### src/rtl/contador_bcd_multitempo.sv
// Multi-digit BCD up/down counter stepped by a one-cycle tick enable derived from
// a selectable period prescaler, with pause, parallel load and 7-segment outputs.
module contador_bcd_multitempo #(
  parameter int CLK_HZ   = 50_000_000,
  parameter int N_DIGITS = 2,
  parameter int MODULO   = 100,
  parameter int P0_MS    = 500,
  parameter int P1_MS    = 1000,
  parameter int P2_MS    = 2000,
  parameter int P3_MS    = 6000
) (
  input  logic                  clock50,
  input  logic                  rst,
  input  logic [1:0]            sel,
  input  logic                  en,
  input  logic                  up_down,
  input  logic                  load,
  input  logic [4*N_DIGITS-1:0] load_val,
  output logic [4*N_DIGITS-1:0] bcd,
  output logic [7*N_DIGITS-1:0] hex,
  output logic                  tick,
  output logic                  wrap
);

  localparam int PER0    = CLK_HZ / 1000 * P0_MS;
  localparam int PER1    = CLK_HZ / 1000 * P1_MS;
  localparam int PER2    = CLK_HZ / 1000 * P2_MS;
  localparam int PER3    = CLK_HZ / 1000 * P3_MS;
  localparam int PER01   = (PER0 > PER1) ? PER0 : PER1;
  localparam int PER23   = (PER2 > PER3) ? PER2 : PER3;
  localparam int PER_MAX = (PER01 > PER23) ? PER01 : PER23;
  localparam int PW      = (PER_MAX > 1) ? $clog2(PER_MAX) : 1;

  localparam logic [PW-1:0] LAST0 = PW'(PER0 - 1);
  localparam logic [PW-1:0] LAST1 = PW'(PER1 - 1);
  localparam logic [PW-1:0] LAST2 = PW'(PER2 - 1);
  localparam logic [PW-1:0] LAST3 = PW'(PER3 - 1);

  function automatic logic [4*N_DIGITS-1:0] to_bcd(input int v);
    logic [4*N_DIGITS-1:0] r;
    int x;
    r = '0;
    x = v;
    for (int i = 0; i < N_DIGITS; i++) begin
      r[4*i +: 4] = 4'(x % 10);
      x = x / 10;
    end
    return r;
  endfunction

  function automatic logic [6:0] seg7(input logic [3:0] d);
    case (d)
      4'd0:    seg7 = 7'b1000000;
      4'd1:    seg7 = 7'b1111001;
      4'd2:    seg7 = 7'b0100100;
      4'd3:    seg7 = 7'b0110000;
      4'd4:    seg7 = 7'b0011001;
      4'd5:    seg7 = 7'b0010010;
      4'd6:    seg7 = 7'b0000010;
      4'd7:    seg7 = 7'b1111000;
      4'd8:    seg7 = 7'b0000000;
      4'd9:    seg7 = 7'b0010000;
      default: seg7 = 7'b1111111;
    endcase
  endfunction

  // With valid digits a BCD word orders the same way as its binary reading.
  localparam logic [4*N_DIGITS-1:0] COUNT_MAX = to_bcd(MODULO - 1);

  logic [PW-1:0]           presc_reg, presc_next;
  logic [4*N_DIGITS-1:0]   count_reg, count_next;
  logic [1:0]              sel_q_reg, sel_q_next;
  logic                    tick_reg, tick_next;
  logic                    wrap_reg, wrap_next;

  logic [4*N_DIGITS-1:0]   count_inc, count_dec;
  logic [N_DIGITS-1:0]     digit_ok;
  logic [PW-1:0]           per_last;
  logic                    load_ok, at_max, at_zero;

  genvar gi;
  generate
    for (gi = 0; gi < N_DIGITS; gi++) begin : g_digit
      assign digit_ok[gi]      = (load_val[4*gi +: 4] <= 4'd9);
      assign hex[7*gi +: 7]    = seg7(count_reg[4*gi +: 4]);
    end
  endgenerate

  // Ripple decimal carry/borrow across digits.
  always_comb begin
    logic       up_c, dn_b;
    logic [3:0] d;
    count_inc = '0;
    count_dec = '0;
    up_c      = 1'b1;
    dn_b      = 1'b1;
    for (int i = 0; i < N_DIGITS; i++) begin
      d = count_reg[4*i +: 4];
      count_inc[4*i +: 4] = up_c ? ((d == 4'd9) ? 4'd0 : d + 4'd1) : d;
      count_dec[4*i +: 4] = dn_b ? ((d == 4'd0) ? 4'd9 : d - 4'd1) : d;
      up_c = up_c && (d == 4'd9);
      dn_b = dn_b && (d == 4'd0);
    end
  end

  always_comb begin
    case (sel_q_reg)
      2'd0:    per_last = LAST0;
      2'd1:    per_last = LAST1;
      2'd2:    per_last = LAST2;
      default: per_last = LAST3;
    endcase
  end

  assign load_ok = (&digit_ok) && (load_val <= COUNT_MAX);
  assign at_max  = (count_reg == COUNT_MAX);
  assign at_zero = (count_reg == '0);

  always_comb begin
    presc_next = presc_reg;
    count_next = count_reg;
    sel_q_next = sel_q_reg;
    tick_next  = 1'b0;
    wrap_next  = 1'b0;
    if (load) begin
      count_next = load_ok ? load_val : '0;
      presc_next = '0;
      sel_q_next = sel;
    end else if (sel != sel_q_reg) begin
      sel_q_next = sel;
      presc_next = '0;
    end else if (en) begin
      if (presc_reg == per_last) begin
        presc_next = '0;
        tick_next  = 1'b1;
        if (up_down) begin
          count_next = at_max ? '0 : count_inc;
          wrap_next  = at_max;
        end else begin
          count_next = at_zero ? COUNT_MAX : count_dec;
          wrap_next  = at_zero;
        end
      end else begin
        presc_next = presc_reg + PW'(1);
      end
    end
  end

  always_ff @(posedge clock50) begin
    if (rst) begin
      presc_reg <= '0;
      count_reg <= '0;
      sel_q_reg <= sel;
      tick_reg  <= 1'b0;
      wrap_reg  <= 1'b0;
    end else begin
      presc_reg <= presc_next;
      count_reg <= count_next;
      sel_q_reg <= sel_q_next;
      tick_reg  <= tick_next;
      wrap_reg  <= wrap_next;
    end
  end

  assign bcd  = count_reg;
  assign tick = tick_reg;
  assign wrap = wrap_reg;

endmodule
### config.mk
export PLATFORM = sky130hd
export DESIGN_NAME = contador_bcd_multitempo
export DESIGN_NICKNAME = d
export VERILOG_FILES = /design/src/rtl/contador_bcd_multitempo.sv
export SDC_FILE = /design/constraint.sdc
export NUM_CORES = 1
export LEC_CHECK = 0
export CORE_MARGIN = 2
export CORE_UTILIZATION = 56
export CTS_CLUSTER_DIAMETER = 100
export CTS_CLUSTER_SIZE = 40
export DETAILED_ROUTE_END_ITERATION = 6
export PLACE_DENSITY = 0.8
export SLEW_MARGIN = 10
export SYNTH_ARGS = -nofsm -noshare
export SYNTH_HDL_FRONTEND = slang
export SYNTH_SLANG_ARGS = --single-unit
### constraint.sdc
create_clock -name clock50 -period 4 [get_ports clock50]
set_input_delay 1 -clock clock50 [delete_from_list [all_inputs] [get_ports clock50]]
set_output_delay 1 -clock clock50 [all_outputs]
set_load 0.01 [all_outputs]
==> flow_summary.json, run 1 <==
{
  "period_minus_slack_ns": 3.70,
  "core_area_mm2": 0.00554,
  "fmax_mhz": 270,
  "grt_max_degree": 30,
  "power_density_mw_per_mm2": 324,
  "syn_area_mm2": 0.00323,
  "vias_per_cell": 5.57,
  "cts_buffers": 5,
  "required_ns": 4.18,
  "nNetsFinal": 463,
  "final-hold-violation-count": 0,
  "yosys.area.top_type_share_pct": 32.8,
  "min_to": "presc_reg[18]$_SDFFE_PP0P_",
  "ys_types": 55,
  "r2r_slack_ns": 0.53,
  "place_congestion": 0.849,
  "synthCells": 396,
  "post_cts_buffers": 0,
  "fin_area_mm2": 0.00384,
  "drv_slew": 0,
  "fp.dieW_um": 80.0,
  "dieArea_mm2": 0.00639,
  "overflow": 0,
  "synth_top_area_cell": "dfxtp_1",
  "slowest_delay_ns": 0.45,
  "grt_pass1_wl_um": 12000,
  "arrival_ns": 3.88,
  "synth_edf_count": 2,
  "crit_path_end_kind": "register",
  "avgSynthCellArea_um2": 8.16,
  "status": "completed",
  "setup_viol": 0,
  "h-tree-depth": 2,
  "r2r_end": "hex[13]$_DFF_P_",
  "critical_path.slowest_cell": "or3b_2",
  "rows": 27,
  "port_buffers": 38,
  "cts.clk_slew.worst_paths_ns": 0.09,
  "post-route-period-util_pct": 92.4,
  "antenna_found_initial": 0,
  "yosysSeqAreaShare_pct": 34.7,
  "ys_ff_latch": 55,
  "ir_drop_mv": 0.210,
  "die_y_um": 80.0,
  "dp_cells": 496,
  "ctsHoldBuffers": 0,
  "min_from": "presc_reg[18]$_SDFFE_PP0P_",
  "ant_nets": 0,
  "path_class": "in2reg",
  "synth.most_common_cell": "nor2_1",
  "route.detailed.drc": 0,
  "io_pins": 39,
  "totalWireLength_um": 6980,
  "cts.sinks": 55,
  "hold_class": "reg2reg",
  "clkLatencyLatePin_ns": 0.31,
  "finalWorstSetupSlack_ns": 0.303,
  "hold_path_depth": 2,
  "avgRoutedWirePerCell_um": 13.8,
  "drive_gt1_share_pct": 7.41,
  "root_buffer": "clkbuf_8",
  "synthArstFlopShare_pct": 0,
  "synth_area_leaders": "dfxtp_1, ha_1, nor2_1",
  "via_count": 2809,
  "maxCapViolCount": 0,
  "tritoncts": "done",
  "clock_path_buffers": 2,
  "synth_common_cells": "nor2_1, dfxtp_1, nand2_1",
  "grt_util_all_layers_pct": 23.5,
  "relSlewSlack_pct": 66.6,
  "yosys_most_used_dff": "dfxtp_1",
  "largest_reg_flops": 29,
  "grt_pass1_vias": 2609,
  "yosys_warnings": 0,
  "stdcell_count": 504,
  "drtIter0Drc": 163,
  "area_growth_pct": 18.8,
  "synth_nets": 428,
  "rr_startpoint": "bcd[1]$_SDFFE_PP0N_",
  "fin_util_pct": 69.3,
  "fin_skew_ns": 0.00928,
  "start_util_pct": 58.3,
  "crit_chain": "clkdlybuf4s50_1, or3b_2, a21oi_1, nand4_1, a2111oi_2, buf_4, or2_2, mux2i_1, inv_1, ha_1, inv_1, a22o_1, a21oi_1",
  "cp_max_fo": 5,
  "placed_cell_area_mm2": 0.00369,
  "dr.pass1.iters": 4,
  "tightest_slew_ns": 0.501,
  "antennaDiodeCount": 0,
  "rsz0062_at_grt": "false",
  "dp_hpwl_um": 5160,
  "reg2regPathDepth": 14,
  "dp_slack_ns": -0.0465,
  "cp-start-kind": "input port",
  "cellLeakagePower_nw": 1.44
}
==> kinds of logic after synthesis <==
family	after synthesis	share of synthesized area, %
flops	55	34.7
xor+xnor	32	8.68
compound gates	76	16.9
simple gates	163	24.4
mux	10	3.52
buf+inv	43	5.19
fa+ha+maj	17	6.58
==> where the power goes <==
| part | total, W | internal, W | switching (W) |
|---|---|---|---|
| clock network | 0.000434 | 0.000250 | 0.000184 |
| logic | 0.000214 | 0.000108 | 0.000106 |
| registers | 0.000597 | 0.000575 | 0.0000219 |
| total | 0.00124 | 0.000933 | 0.000311 |
==> worst max-delay path, delay by kind of cell <==
kind | cells | cell delay (ns)
mux | 1 | 0.42
compound gates | 4 | 0.68
buf+inv | 4 | 0.84
simple gates | 3 | 0.73
fa+ha+maj | 1 | 0.21
==> layout by cell type (no fill, tap or decap), types with 14 or more instances in the layout <==
cell | synthesis | routed
nand3_1 | 15 | 15
nor2_1 | 55 | 55
xor2_1 | 18 | 18
nand2_1 | 34 | 34
o21ai_0 | 16 | 16
a21oi_1 | 19 | 19
ha_1 | 17 | 17
inv_1 | 22 | 22
xnor2_1 | 14 | 14
clkdlybuf4s50_1 | 0 | 38
dfxtp_1 | 53 | 53
==> layer usage <==
layer  vias to the layer above  part of all wire, %  global-route usage (%)
met1                      1311                   47                    30.2
met4                         0                  1.6                    7.29
met2                        59                   48                    40.0
met3                        10                  3.4                    3.96
met5                         -                    0                       0
li1                       1429                    -                       -
==> worst max path at each step <==
stage          startpoint         endpoint
2_1_floorplan     up_down  hex[12]$_DFF_P_
4_1_cts           up_down  hex[12]$_DFF_P_
6_report          up_down  hex[13]$_DFF_P_
5_1_grt           up_down  hex[13]$_DFF_P_
3_3_place_gp      up_down  hex[12]$_DFF_P_
3_5_place_dp      up_down  hex[12]$_DFF_P_
==> final cells by class <==
class / instances / area [um2]
Inverter: 23 / 86.3
Tap cell: 72 / 90.1
Multi-Input combinational cell: 298 / 1950
Clock inverter: 3 / 67.6
Timing Repair Buffer: 48 / 455
Sequential cell: 55 / 1120
Clock buffer: 5 / 68.8
Fill cell: 463 / 1700
==> timing repair <==
action	4_1_cts	5_1_grt
gates resized for setup	0	1
endpoints found under the setup margin	0	1
endpoints found under the hold margin	0	0
==> through the flow <==
stage	hold WS (ns)	power (W)	setup TNS, ns
floorplan	0.479	0.000730	0
global placement	0.497	0.000815	0
detailed placement	0.508	0.000821	-0.0465
CTS	0.522	0.00125	0
global route	0.562	0.00130	0
finish	0.521	0.00124	0
(Power assumes the default switching activity.)
==> inputs of run 2 (changes only) <==
--- a/config.mk
+++ b/config.mk
@@ -10,6 +10,7 @@
 export CTS_CLUSTER_DIAMETER = 100
 export CTS_CLUSTER_SIZE = 40
 export DETAILED_ROUTE_END_ITERATION = 6
+export HOLD_SLACK_MARGIN = 0.06
 export PLACE_DENSITY = 0.8
 export SLEW_MARGIN = 10
 export SYNTH_ARGS = -nofsm -noshare
==> results of run 2 <==
Final layout, timing and power as in run 1 (identical DEF).
